`src/rtl/hilbert_pkg.sv`:
```
// +----------------------------------------------------------------------------+
// | Module : hilbert_pkg                                                       |
// | Shared types, geometry helpers and reference coefficients for the         |
// | time-multiplexed Hilbert FIR.                                              |
// | Rev    : 1.0                                                               |
// +----------------------------------------------------------------------------+
`default_nettype none

package hilbert_pkg;

    typedef enum logic [1:0] {
        ST_IDLE = 2'd0,
        ST_MAC  = 2'd1,
        ST_OUT  = 2'd2
    } state_t;

    localparam int REF_TAPS   = 11;
    localparam int REF_COEF_W = 12;

    function automatic int clog2(input int value);
        int r;
        int v;
        r = 0;
        v = value - 1;
        while (v > 0) begin
            r = r + 1;
            v = v >> 1;
        end
        return r;
    endfunction

    function automatic int hilbert_centre(input int taps);
        return (taps - 1) / 2;
    endfunction

    function automatic int hilbert_pairs(input int taps);
        return (hilbert_centre(taps) + 1) / 2;
    endfunction

    localparam int C = hilbert_centre(REF_TAPS);
    localparam int P = hilbert_pairs(REF_TAPS);

    // H(1), H(3), H(5) for the 11-tap, Q1.11 reference filter
    localparam logic signed [REF_COEF_W-1:0] REF_COEF [P] = '{12'sd1304, 12'sd435, 12'sd261};

    // Ideal Hilbert tap 2/(pi*k) in Q1.(coef_w-1), rounded to nearest
    function automatic int hilbert_coef(input int k, input int coef_w);
        longint num;
        longint den;
        num = (longint'(1) << coef_w) * 64'sd2000000;
        den = 64'sd6283186 * longint'(k);
        return int'((num + den / 2) / den);
    endfunction

endpackage

`default_nettype wire

```
`src/rtl/hilbert_coef_rom.sv`:
```
// +----------------------------------------------------------------------------+
// | Module : hilbert_coef_rom                                                  |
// | Combinational lookup: pair index j -> Hilbert coefficient H(2j+1).         |
// | Rev    : 1.0                                                               |
// +----------------------------------------------------------------------------+
`default_nettype none

module hilbert_coef_rom
    import hilbert_pkg::*;
#(
    parameter int TAPS   = 11,
    parameter int COEF_W = 12,
    parameter int IDX_W  = 2
) (
    input  logic        [IDX_W-1:0]  idx,
    output logic signed [COEF_W-1:0] coef
);

    localparam int c_pairs = hilbert_pairs(TAPS);

    logic signed [COEF_W-1:0] w_tab [c_pairs];

    generate
        if (TAPS == REF_TAPS && COEF_W == REF_COEF_W) begin : g_ref
            for (genvar j = 0; j < c_pairs; j++) begin : g_entry
                assign w_tab[j] = REF_COEF[j];
            end
        end else begin : g_calc
            for (genvar j = 0; j < c_pairs; j++) begin : g_entry
                assign w_tab[j] = COEF_W'(hilbert_coef(2 * j + 1, COEF_W));
            end
        end
    endgenerate

    always_comb begin
        coef = '0;
        for (int j = 0; j < c_pairs; j++) begin
            if (idx == IDX_W'(j)) begin
                coef = w_tab[j];
            end
        end
    end

endmodule

`default_nettype wire

```
`src/rtl/hilbert_fir_tdm.sv`:
```
// +----------------------------------------------------------------------------+
// | Module : hilbert_fir_tdm                                                   |
// | Analytic-signal generator: Re = centre tap, Im = Hilbert FIR using one    |
// | shared multiplier over the odd antisymmetric tap pairs.                   |
// | Optional macro HILBERT_SAT_EN: saturate Im instead of wrapping.           |
// | Rev    : 1.0                                                               |
// +----------------------------------------------------------------------------+
`default_nettype none

module hilbert_fir_tdm
    import hilbert_pkg::*;
#(
    parameter int DATA_W = 12,
    parameter int TAPS   = 11,
    parameter int COEF_W = 12,
    parameter int ACC_W  = DATA_W + COEF_W + 4
) (
    input  logic                     clock,
    input  logic                     reset,
    input  logic signed [DATA_W-1:0] IN,
    input  logic                     in_valid,
    output logic                     in_ready,
    output logic signed [DATA_W-1:0] Re,
    output logic signed [DATA_W-1:0] Im,
    output logic                     out_valid
);

    localparam int c_centre = hilbert_centre(TAPS);
    localparam int c_pairs  = hilbert_pairs(TAPS);
    localparam int c_cnt_w  = (c_pairs > 1) ? clog2(c_pairs) : 1;
    localparam logic        [c_cnt_w-1:0] c_last = c_cnt_w'(c_pairs - 1);
    localparam logic signed [ACC_W-1:0]   c_half = ACC_W'(2 ** (COEF_W - 2));

    logic signed [DATA_W-1:0] r_dly [TAPS];
    state_t                   r_state;
    logic        [c_cnt_w-1:0] r_cnt;
    logic signed [ACC_W-1:0]  r_acc;
    logic signed [DATA_W-1:0] r_re;
    logic signed [DATA_W-1:0] r_im;
    logic                     r_in_ready;
    logic                     r_out_valid;

    logic signed [DATA_W-1:0] w_near [c_pairs];
    logic signed [DATA_W-1:0] w_far  [c_pairs];
    logic signed [DATA_W-1:0] w_sel_near;
    logic signed [DATA_W-1:0] w_sel_far;
    logic signed [DATA_W:0]   w_diff;
    logic signed [COEF_W-1:0] w_coef;
    logic signed [ACC_W-1:0]  w_prod;
    logic signed [DATA_W-1:0] w_im_next;

    // Pair j combines the taps at distance k = 2j+1 either side of the centre
    generate
        for (genvar j = 0; j < c_pairs; j++) begin : g_pair
            assign w_near[j] = r_dly[c_centre - 2 * j - 1];
            assign w_far[j]  = r_dly[c_centre + 2 * j + 1];
        end
    endgenerate

    always_comb begin
        w_sel_near = '0;
        w_sel_far  = '0;
        for (int j = 0; j < c_pairs; j++) begin
            if (r_cnt == c_cnt_w'(j)) begin
                w_sel_near = w_near[j];
                w_sel_far  = w_far[j];
            end
        end
    end

    hilbert_coef_rom #(
        .TAPS   (TAPS),
        .COEF_W (COEF_W),
        .IDX_W  (c_cnt_w)
    ) u_coef_rom (
        .idx  (r_cnt),
        .coef (w_coef)
    );

    assign w_diff = (DATA_W+1)'(w_sel_near) - (DATA_W+1)'(w_sel_far);
    assign w_prod = ACC_W'(w_diff) * ACC_W'(w_coef);

`ifdef HILBERT_SAT_EN
    localparam logic signed [ACC_W-1:0] c_max = ACC_W'(2 ** (DATA_W - 1) - 1);
    localparam logic signed [ACC_W-1:0] c_min = -c_max - 1;

    logic signed [ACC_W-1:0] w_scaled;

    assign w_scaled = (r_acc + c_half) >>> (COEF_W - 1);

    always_comb begin
        if (w_scaled > c_max) begin
            w_im_next = {1'b0, {(DATA_W-1){1'b1}}};
        end else if (w_scaled < c_min) begin
            w_im_next = {1'b1, {(DATA_W-1){1'b0}}};
        end else begin
            w_im_next = w_scaled[DATA_W-1:0];
        end
    end
`else
    assign w_im_next = DATA_W'((r_acc + c_half) >>> (COEF_W - 1));
`endif

    always_ff @(posedge clock or negedge reset) begin
        if (!reset) begin
            for (int i = 0; i < TAPS; i++) begin
                r_dly[i] <= '0;
            end
            r_state     <= ST_IDLE;
            r_cnt       <= '0;
            r_acc       <= '0;
            r_re        <= '0;
            r_im        <= '0;
            r_in_ready  <= 1'b1;
            r_out_valid <= 1'b0;
        end else begin
            r_out_valid <= 1'b0;
            case (r_state)
                ST_IDLE: begin
                    if (in_valid && r_in_ready) begin
                        r_dly[0] <= IN;
                        for (int i = 1; i < TAPS; i++) begin
                            r_dly[i] <= r_dly[i-1];
                        end
                        r_acc      <= '0;
                        r_cnt      <= '0;
                        r_in_ready <= 1'b0;
                        r_state    <= ST_MAC;
                    end
                end
                ST_MAC: begin
                    r_acc <= r_acc + w_prod;
                    if (r_cnt == c_last) begin
                        r_state <= ST_OUT;
                    end else begin
                        r_cnt <= r_cnt + c_cnt_w'(1);
                    end
                end
                ST_OUT: begin
                    // Ready re-opens together with the strobe so the next
                    // sample can be taken on the following edge
                    r_re        <= r_dly[c_centre];
                    r_im        <= w_im_next;
                    r_out_valid <= 1'b1;
                    r_in_ready  <= 1'b1;
                    r_state     <= ST_IDLE;
                end
                default: begin
                    r_state <= ST_IDLE;
                end
            endcase
        end
    end

    assign in_ready  = r_in_ready;
    assign Re        = r_re;
    assign Im        = r_im;
    assign out_valid = r_out_valid;

endmodule

`default_nettype wire

```
`config.mk`:
```
export PLATFORM = sky130hd
export DESIGN_NAME = hilbert_fir_tdm
export DESIGN_NICKNAME = d
export VERILOG_FILES = /design/src/rtl/hilbert_pkg.sv /design/src/rtl/hilbert_coef_rom.sv /design/src/rtl/hilbert_fir_tdm.sv
export SDC_FILE = /design/constraint.sdc
export NUM_CORES = 1
export LEC_CHECK = 0
export BUFFER_PORTS_ARGS = -buffer_cell sky130_fd_sc_hd__buf_4
export CAP_MARGIN = 15
export CORE_MARGIN = 5
export CORE_UTILIZATION = 25
export CTS_CLUSTER_DIAMETER = 30
export CTS_CLUSTER_SIZE = 8
export DETAILED_ROUTE_END_ITERATION = 10
export PLACE_DENSITY = 0.45
export RECOVER_POWER = 25
export SYNTH_ARGS = -nofsm -noshare
export SYNTH_HDL_FRONTEND = slang
export SYNTH_SLANG_ARGS = --single-unit
export TNS_END_PERCENT = 20
```
`constraint.sdc`:
```
create_clock -name clock -period 12 [get_ports clock]
set_clock_uncertainty 0.15 [all_clocks]
set_input_delay 0.6 -clock clock [delete_from_list [all_inputs] [get_ports clock]]
set_output_delay 0.6 -clock clock [all_outputs]
set_load 0.01 [all_outputs]
```
==> summary.txt, run 1 <==
Yosys
  • Number of flops mapped to enable cells by yosys: 0
  • Synth unique cells: 48
  • Dominant synthesized flop cell: sky130_fd_sc_hd__dfrtp_1
  • Sequential fraction of the synthesis area: roughly a third
  • Post-synthesis cell area: 0.0134 sq mm
  • Synthesized instance count: 1539
  • Post-synth ARST share: 100%
  • Synth warn: 0
  • Post-synthesis area per instance: just under 9 sq um
  • Total nets after synthesis: 1761
  • Top cells by area in the synthesized netlist: sky130_fd_sc_hd__dfrtp_1 (34%), sky130_fd_sc_hd__fa_1 (18%), sky130_fd_sc_hd__nand2_1 (14%)
  • Seq cells post-synth: about 190
  • Area share of the largest cell type after synthesis: between 30% and 40%
  • Cell type with the largest total area after synthesis: sky130_fd_sc_hd__dfrtp_1

STA
  • Relative slew slack: -321%
  • Final count of hold timing violations: 0
  • Number of setup violations in the final report: 0
  • Min Clock Period, post-route: just under 9000 ps
  • Actual slew at the worst max-slew pin: 6320 ps
  • Top achievable clock speed: 0.116 GHz
  • Final period utilization: 72.1%
  • RSZ-0062 raised after global routing: false
  • Final setup slack of the worst path: about 3400 ps
  • Final max-slew violation count: 114
  • Setup_tns: 0 ps

Clocking
  • Post-cts sizing count: 0
  • Source-to-sink clock delay at the later pin of the worst-skew pair: 460 ps
  • Number of buffers created by CTS: 17
  • Sinks on Clock Net: between 150 and 200
  • CTS tree: yes
  • Clock transition at the registers of the reported paths: about 80 ps
  • Maximum number of buffers from clock root to sink: 2
  • Root buf cell: sky130_fd_sc_hd__clkbuf_16
  • Total of hold buffers inserted after clock tree synthesis: 0
  • CTS H-tree lvls: 4
  • Setup repair bufs after CTS: 0

Placed design
  • Placed cell areas: 0.0144 sq mm
  • Routability-driven placement congestion ratio: 0.842
  • Pre-CTS setup slack: 3340 ps
  • HPWL after detailed placement: 24.2 mm
  • IO buf count: 40

GRT
  • Overflow left after global routing: 0
  • Total routing resource utilization after global routing: approximately an eighth
  • First-pass GRT wire length: 53.9 mm
  • Via count of the first global-routing pass: 9701
  • Maximum number of pins on one net before global-route repair: around 110
  • Number of antenna violations at the first check in global routing: 0

Route
  • Violation count after the first detailed-route iteration: ~550
  • Average wire length per cell after detail routing: 14.4 microns
  • Drt pass-1 iters: 5
  • Final routed DRC violation total: 0
  • Remaining number of nets flagged by the antenna check after routing: 0
  • Vias per cell: 4.17
  • Via Count: 9372
  • Final WL: roughly 32 mm

Critical path
  • Crit start category: flip-flop
  • Crit path top cell by count: sky130_fd_sc_hd__fa_1
  • Highest fanout seen on the critical path: 48
  • Maximum cell stage delay along the critical path: between 700 and 800 ps
  • Element type at the critical path end: flip-flop
  • Data required time at the worst endpoint: 12210 ps
  • Max stage delay cell, worst path: sky130_fd_sc_hd__ha_2
  • Bufs and invs on worst path: 6
  • Flop2flop setup slack: 3350 ps
  • Family of cells with the greatest summed delay on the critical path: adder cells
  • Worst flop-to-flop path endpoint: r_acc[19]
  • Kind of critical path: flip-flop to flip-flop
  • Start of the worst register-to-register path: r_cnt[1]
  • Worst EP arrival: 8860 ps
  • Depth of the most critical reg-to-reg path: 34

Die
  • Area of the core: approximately 0.053 sq mm
  • Initial Utilization: 25.4%
  • Number of placed I/O pins: 41
  • FP Rows: 84
  • Floorplan die width: 241 microns
  • Vertical die dimension: 241 microns
  • Full die area: just under 0.06 sq mm

Finish
  • Relative area change from synthesis to final layout: 12.1%
  • Antenna cell count: 0
  • Total non-filler cell area in the finished layout: between 0.015 and 0.02 sq mm
  • Share of cells above drive strength 1: 7.26%
  • Fraction of the core area covered by cells at the end of the flow: 28.4%
  • Number of nets in the final layout: 1766

Outcome
  • Outcome: finished, violations left
  • Failing checks: capacitance limit, slew limit

Worst hold path
  • Cell depth of the worst min-delay path: 3
  • Worst hold path type: input port to flip-flop
  • Worst Hold End: r_dly[126]
  • Hold path start: IN[6]

Flow run
  • Max-Cap Viols: 1
[kinds of logic (layout without fill, tap and decap cells)]
group	count (synthesis)	after routing	share of synthesized area [%]
flops	185	185	34.6
xor+xnor	49	49	3.21
compound gates	159	159	7.28
buf+inv	266	284	7.47
simple gates	660	660	20.4
fa+ha+maj	207	207	26.0
mux	13	13	1.09
[cells in the final DEF, fill, tap and decap left out, types with 13 or more instances in the layout]
cell type / count
sky130_fd_sc_hd__nand2_1: 484
sky130_fd_sc_hd__inv_1: 204
sky130_fd_sc_hd__dfrtp_1: 184
sky130_fd_sc_hd__fa_1: 118
sky130_fd_sc_hd__ha_1: 87
sky130_fd_sc_hd__nor2_1: 60
sky130_fd_sc_hd__a21oi_1: 55
sky130_fd_sc_hd__o21ai_0: 50
sky130_fd_sc_hd__buf_4: 46
sky130_fd_sc_hd__and2_1: 35
sky130_fd_sc_hd__xnor2_1: 33
sky130_fd_sc_hd__nand3_1: 29
sky130_fd_sc_hd__nor2b_1: 21
sky130_fd_sc_hd__clkbuf_16: 17
sky130_fd_sc_hd__xor2_1: 16
sky130_fd_sc_hd__mux2_2: 13
[cells in the mapped netlist (all sizes together), types with 4 or more instances]
| master | instances |
|---|---|
| nor3 | 11 |
| mux2 | 13 |
| ha | 89 |
| a211oi | 4 |
| nand2b | 8 |
| nor2b | 21 |
| inv | 205 |
| o21bai | 5 |
| and2 | 35 |
| o21a | 7 |
| xnor2 | 33 |
| nor2 | 60 |
| clkbuf | 51 |
| buf | 10 |
| a21oi | 59 |
| o21ai | 63 |
| fa | 118 |
| xor2 | 16 |
| nand2 | 485 |
| a21o | 8 |
| nand3 | 31 |
| and3 | 4 |
| dfrtp | 184 |
[worst min-delay path, cell delays in order]
cell,delay [ps]
sky130_fd_sc_hd__buf_4,80
sky130_fd_sc_hd__nand2_1,40
sky130_fd_sc_hd__nand2_1,50
[per-layer routing]
metal  global-route usage [%]  vias up  wire length, microns
li1                         -     4755                     -
met1                     16.6     4529                 16000
met2                     18.8       76                 15400
met3                     1.96       12                   643
met4                     2.26        0                   216
met5                        0        -                     0
[worst max-delay path by stage]
stage                   from  cells past startpoint         to
finish              r_cnt[1]                     34  r_acc[19]
global route        r_cnt[0]                     35  r_acc[21]
CTS                 r_cnt[1]                     34  r_acc[21]
detailed placement  r_cnt[1]                     34  r_acc[20]
global placement    r_cnt[1]                     34  r_acc[21]
floorplan           r_cnt[1]                     34  r_acc[22]
[state kept, by name (all words and copies together) (netlist names)]
signal and cells:
r_dly 132, r_acc 23, Im 12, Re 12, r_cnt 2, r_state 2
in_ready 1, out_valid 1
[area by class of cell]
| class | instances | area (sq um) |
|---|---|---|
| clock buffers | 17 | 425 |
| multi-input cells | 1088 | 7780 |
| well taps | 688 | 861 |
| fillers | 5683 | 37800 |
| clock inverters | 15 | 193 |
| flip-flops and latches | 185 | 4630 |
| repair buffers | 47 | 349 |
| inverters | 205 | 769 |
[metrics by stage]
stage	hold slack, ps	cells
2_1_floorplan	154	1539
3_3_place_gp	297	2213
3_5_place_dp	299	2213
4_1_cts	155	2245
5_1_grt	166	2245
6_report	181	2245
Power of run 1 is left out: the tool's default activity adds up to more than one toggle a clock period on the data nets, which glitch-free logic cannot reach.
==> run 2, diff against run 1 <==
==> constraint.sdc (replaced) <==
create_clock -name clock -period 8.1 [get_ports clock]
set_clock_uncertainty 0.15 [all_clocks]
set_input_delay 0.405 -clock clock [delete_from_list [all_inputs] [get_ports clock]]
set_output_delay 0.405 -clock clock [all_outputs]
set_load 0.01 [all_outputs]
==> summary.txt, run 2 (same netlist as run 1, synthesis figures left out) <==
Outcome
  • Outcome: finished, violations left
  • Failing checks: capacitance limit, slew limit

Critical path
  • Highest fanout seen on the critical path: 11
  • Maximum cell stage delay along the critical path: 530 ps
  • Critical Path Stages: 34
  • Element type at the critical path end: flip-flop
  • Family of cells with the greatest summed delay on the critical path: adder cells
  • Kind of critical path: flip-flop to flip-flop
  • Depth of the most critical reg-to-reg path: 34
  • Flop2flop setup slack: 470 ps
  • Worst EP arrival: 7820 ps
  • Bufs and invs on worst path: 8
  • Crit start category: flip-flop
  • Launch point of the critical path: r_cnt[1]
  • Data required time at the worst endpoint: 8280 ps
  • Worst flop-to-flop path endpoint: r_acc[20]
  • Max stage delay cell, worst path: sky130_fd_sc_hd__fa_1
  • Start of the worst register-to-register path: r_cnt[1]
  • Capturing element of the worst setup path: r_acc[20]

GRT
  • Number of antenna violations at the first check in global routing: 0
  • Met1 GRT Util: 16.9%
  • First-pass GRT wire length: about 54 mm
  • Total routing resource utilization after global routing: 11.7%
  • Via count of the first global-routing pass: 9834
  • Busiest grt layer: met2
  • Met3 Usage GRT: 1.86%
  • Overflow left after global routing: 0
  • Maximum number of pins on one net before global-route repair: 100
  • Met2 demand-to-capacity share in global routing: 18.2%

Finish
  • Multi-input logic area: 0.00785 sq mm
  • Register Area: 0.00463 sq mm
  • Share of cells above drive strength 1: 8.49%
  • Relative area change from synthesis to final layout: 14.3%
  • Top Registers: r_dly (132), r_acc (23)
  • Commonest non-fill, non-tap cell in the layout: sky130_fd_sc_hd__nand2_1
  • Non-filler instance count after layout: 2278
  • Number of nets in the final layout: 1800
  • Number of flip-flops under the largest register name: 132
  • Filler Cells Inserted: 5644
  • Highest-count cells in the layout ignoring fill and taps: sky130_fd_sc_hd__nand2_1 (484), sky130_fd_sc_hd__inv_1 (204), sky130_fd_sc_hd__dfrtp_1 (184)
  • Biggest register: r_dly
  • Antenna cell count: 0

Clocking
  • Source-to-sink clock delay at the later pin of the worst-skew pair: approximately 460 ps
  • CTS tree: yes
  • Sinks on Clock Net: 185
  • Number of buffers created by CTS: 17
  • Clock transition at the registers of the reported paths: 70 ps
  • CTS H-tree lvls: 4
  • Root buf cell: sky130_fd_sc_hd__clkbuf_16
  • Maximum number of buffers from clock root to sink: 2

Die
  • FP Rows: 84
  • Area of the core: ~0.053 sq mm
  • Initial Utilization: 25.4%
  • Full die area: 0.0583 sq mm
  • Floorplan die width: 241 microns
  • Vertical die dimension: 241 microns
  • Number of placed I/O pins: 41

Route
  • Final routed DRC violation total: 0
  • Average wire length per cell after detail routing: 14.4 microns
  • Remaining number of nets flagged by the antenna check after routing: 0
  • Violation count after the first detailed-route iteration: 523
  • Drt pass-1 iters: 5
  • Via Count: 9552
  • Vias per cell: between 4 and 5
  • Final WL: between 30 and 40 mm

STA
  • Top achievable clock speed: ~0.13 GHz
  • Final period utilization: 94.3%
  • RSZ-0062 raised after global routing: false
  • Number of setup violations in the final report: 0
  • Relative slew slack: -251%
  • Final count of hold timing violations: 0
  • Setup_tns: 0 ps
  • Final max-slew violation count: 91
  • Min Clock Period, post-route: 7630 ps
  • Actual slew at the worst max-slew pin: about 5300 ps

Worst hold path
  • Worst hold path type: flip-flop to flip-flop
  • Hold path start: r_dly[38]

Flow run
  • Max-Cap Viols: 1

Placed design
  • Routability-driven placement congestion ratio: 0.830
  • IO buf count: 40
  • HPWL after detailed placement: around 25 mm
  • Placed instance count: 2230
run 2: cell count changes in the layout (fill, tap and decap cells not counted), moves of 3 or more:
cell	previous run	this run
sky130_fd_sc_hd__a21oi_1	55	52
sky130_fd_sc_hd__dlygate4sd3_1	0	13
sky130_fd_sc_hd__buf_4	46	54
sky130_fd_sc_hd__o21ai_0	50	47
sky130_fd_sc_hd__inv_8	5	2
sky130_fd_sc_hd__clkinv_8	3	0
sky130_fd_sc_hd__a21oi_2	3	6
sky130_fd_sc_hd__clkbuf_1	1	14
sky130_fd_sc_hd__ha_1	87	84
run 2: repair_timing:
action,CTS,global route
gates resized for setup,0,21
setup buffers,0,4
endpoints found under the hold margin,100,0
endpoints found under the setup margin,0,11
hold buffers,13,0
run 2: worst reg2reg max path: cells and delay by family, from the launching register on:
family,cells,cell delay (ps)
AOI/OAI and AO/OA,11,1790
xor gates and xnor gates,2,330
adders and majority gates,8,3280
buffers and inverters,8,920
DFF,1,380
and+or+nand+nor,5,670
run 2: worst min-delay path by stage:
stage,to,slack (ps),cells after the start
6_report,r_dly[26],320,2
3_5_place_dp,r_dly[10],300,2
2_1_floorplan,Im[0],-40,0
5_1_grt,r_dly[7],330,2
4_1_cts,r_dly[10],320,2
3_3_place_gp,r_dly[76],290,2
run 2: final cells by class:
| type | instances | share of cell area, % |
|---|---|---|
| inverters | 205 | 5.03 |
| clock buffers | 21 | 2.95 |
| multi-input cells | 1088 | 51.3 |
| clock inverters | 10 | 0.704 |
| flip-flops and latches | 185 | 30.3 |
| repair buffers | 81 | 4.11 |
| well taps | 688 | 5.63 |
run 2: stage by stage:
stage	util, %	instance area [sq um]	setup slack (ps)	hold slack, ps
5_1_grt	29.0	15300	19.2	331
3_5_place_dp	27.6	14600	164	301
6_report	29.0	15300	466	316
3_3_place_gp	27.6	14600	208	294
2_1_floorplan	-	13400	359	-40.6
4_1_cts	28.9	15200	123	319
run 2: layer usage:
layer | part of all wire [%] | wire length, microns | vias up
met2 | 45 | 14900 | 100
met5 | 0 | 0 | -
met3 | 2.4 | 804 | 35
met1 | 50 | 16500 | 4617
li1 | - | - | 4800
met4 | 2.1 | 707 | 0
Power of run 2 is left out for the same reason.
==> run 3, diff against run 2 <==
--- a/config.mk
+++ b/config.mk
@@ -12,6 +12,7 @@
 export CTS_CLUSTER_DIAMETER = 30
 export CTS_CLUSTER_SIZE = 8
 export DETAILED_ROUTE_END_ITERATION = 10
+export GPL_TIMING_DRIVEN = 0
 export PLACE_DENSITY = 0.45
 export RECOVER_POWER = 25
 export SYNTH_ARGS = -nofsm -noshare
==> summary.txt, run 3 (same netlist as run 1, synthesis figures left out) <==
Critical path
  • Crit path top cell by count: sky130_fd_sc_hd__fa_1
  • Flop2flop setup slack: about 330 ps
  • Element type at the critical path end: flip-flop
  • Start of the worst register-to-register path: r_cnt[0]
  • Crit start category: flip-flop
  • Highest fanout seen on the critical path: 8
  • Maximum cell stage delay along the critical path: 530 ps
  • Kind of critical path: flip-flop to flip-flop
  • Worst flop-to-flop path endpoint: r_acc[16]
  • Worst EP arrival: 7930 ps
  • Data required time at the worst endpoint: 8260 ps
  • Depth of the most critical reg-to-reg path: 36
  • Max stage delay cell, worst path: sky130_fd_sc_hd__fa_1

STA
  • Final period utilization: between 90 and 100%
  • Top achievable clock speed: 0.129 GHz
  • Actual slew at the worst max-slew pin: roughly 4700 ps
  • Final max-slew violation count: around 80
  • Min Clock Period, post-route: 7770 ps
  • Final count of hold timing violations: 0
  • Number of setup violations in the final report: 0
  • Post-route worst hold slack: 316 ps
  • Relative slew slack: -213%

Outcome
  • Failing checks: capacitance limit, slew limit
  • Outcome: finished, violations left

Clocking
  • CTS tree: yes
  • Clock transition at the registers of the reported paths: 80 ps
  • CTS H-tree lvls: 4
  • Maximum number of buffers from clock root to sink: 2
  • Sinks on Clock Net: 185
  • Source-to-sink clock delay at the later pin of the worst-skew pair: 460 ps
  • Root buf cell: sky130_fd_sc_hd__clkbuf_16
  • Number of buffers created by CTS: 17

GRT
  • Total routing resource utilization after global routing: 13.0%
  • Number of antenna violations at the first check in global routing: 0
  • Via count of the first global-routing pass: 10300
  • Maximum number of pins on one net before global-route repair: 105
  • Overflow left after global routing: 0
  • First-pass GRT wire length: approximately 60 mm

Route
  • Vias per cell: 4.31
  • Violation count after the first detailed-route iteration: 542
  • Average wire length per cell after detail routing: 16.0 microns
  • Drt pass-1 iters: 5
  • Via Count: between 10000 and 15000
  • Final WL: 37.3 mm
  • Final routed DRC violation total: 0
  • Remaining number of nets flagged by the antenna check after routing: 0

Finish
  • Commonest non-fill, non-tap cell in the layout: sky130_fd_sc_hd__nand2_1
  • Highest-count cells in the layout ignoring fill and taps: sky130_fd_sc_hd__nand2_1 (483), sky130_fd_sc_hd__inv_1 (201), sky130_fd_sc_hd__dfrtp_1 (183)
  • Number of flip-flops under the largest register name: 132
  • Share of cells above drive strength 1: 10.2%
  • Top Registers: r_dly (132), r_acc (23)
  • Number of nets in the final layout: 1854
  • Biggest register: r_dly
  • Relative area change from synthesis to final layout: 17.9%
  • Antenna cell count: 0

Worst hold path
  • Cell depth of the worst min-delay path: 2
  • Worst Hold End: r_dly[27]
  • Worst hold path type: flip-flop to flip-flop
  • Hold path start: r_dly[39]

Die
  • Vertical die dimension: 241 microns
  • Area of the core: 0.0528 sq mm
  • FP Rows: 84
  • Floorplan die width: 241 microns
  • Initial Utilization: 25.4%
  • Full die area: 0.0583 sq mm
  • Number of placed I/O pins: 41

Placed design
  • Routability-driven placement congestion ratio: 0.858
  • HPWL after detailed placement: 29.4 mm
  • IO buf count: 40

Flow run
  • Max-Cap Viols: 1
==> run 3: cell types whose count changed in the layout (fill, tap and decap cells not counted), sizes merged <==
| cell | previous run | this run |
|---|---|---|
| clkinv | 1 | 4 |
| inv | 211 | 213 |
| clkbuf | 32 | 82 |
==> run 3: worst max-delay path, delay by kind of cell (launching register included) <==
kind | cells | cell delay [ps]
AND/OR/NAND/NOR | 4 | 380
flip-flops | 1 | 430
XOR/XNOR | 2 | 270
AO/OA/AOI/OAI | 13 | 2200
adder cells (fa/ha/maj) | 8 | 3320
buffers and inverters | 9 | 860
==> run 3: worst max-delay path by stage <==
stage,from,end,slack (ps),depth (start not counted)
floorplan,r_cnt[1],r_acc[22],360,34
global placement,r_cnt[0],r_acc[21],-910,33
detailed placement,r_cnt[1],r_acc[21],-890,30
CTS,r_cnt[1],r_acc[20],0.5,34
global route,r_cnt[0],r_acc[22],-20,36
finish,r_cnt[0],r_acc[16],330,36
==> run 3: stage by stage <==
stage	TNS, ps	setup WS, ps	util [%]	instances	instance area [sq um]
floorplan	0	359	-	1539	13400
global placement	-8250	-908	27.6	2267	14500
detailed placement	-7950	-889	27.6	2268	14600
CTS	0	0.453	29.3	2315	15500
global route	-31.3	-20.4	29.9	2333	15800
finish	0	334	29.9	2333	15800
==> run 3: area by class of cell <==
class / count / area [sq um]
multi-input cells: 1088 / 8030
clock inverters: 15 / 191
clock buffers: 17 / 425
well taps: 688 / 861
fillers: 5665 / 37000
inverters: 205 / 773
repair buffers: 74 / 558
flip-flops and latches: 185 / 4630
plain buffers: 61 / 308
==> run 3: what timing repair did <==
action | in CTS | in global routing
pin swaps | 4 | 26
gates resized for setup | 49 | 60
setup endpoints to repair | 13 | 11
hold buffers | 13 | 0
hold endpoints to repair | 92 | 0
gates cloned | 0 | 1
buffers inserted | 2 | 17
==> run 3: metal layers <==
metal / routed length (microns) / vias to the layer above / track usage [%]
li1: - / 4930 / -
met1: 17700 / 4955 / 17.7
met2: 17900 / 133 / 21.9
met3: 809 / 36 / 1.76
met4: 886 / 0 / 3.66
met5: 0 / - / 0
Power of run 3 is left out for the same reason.
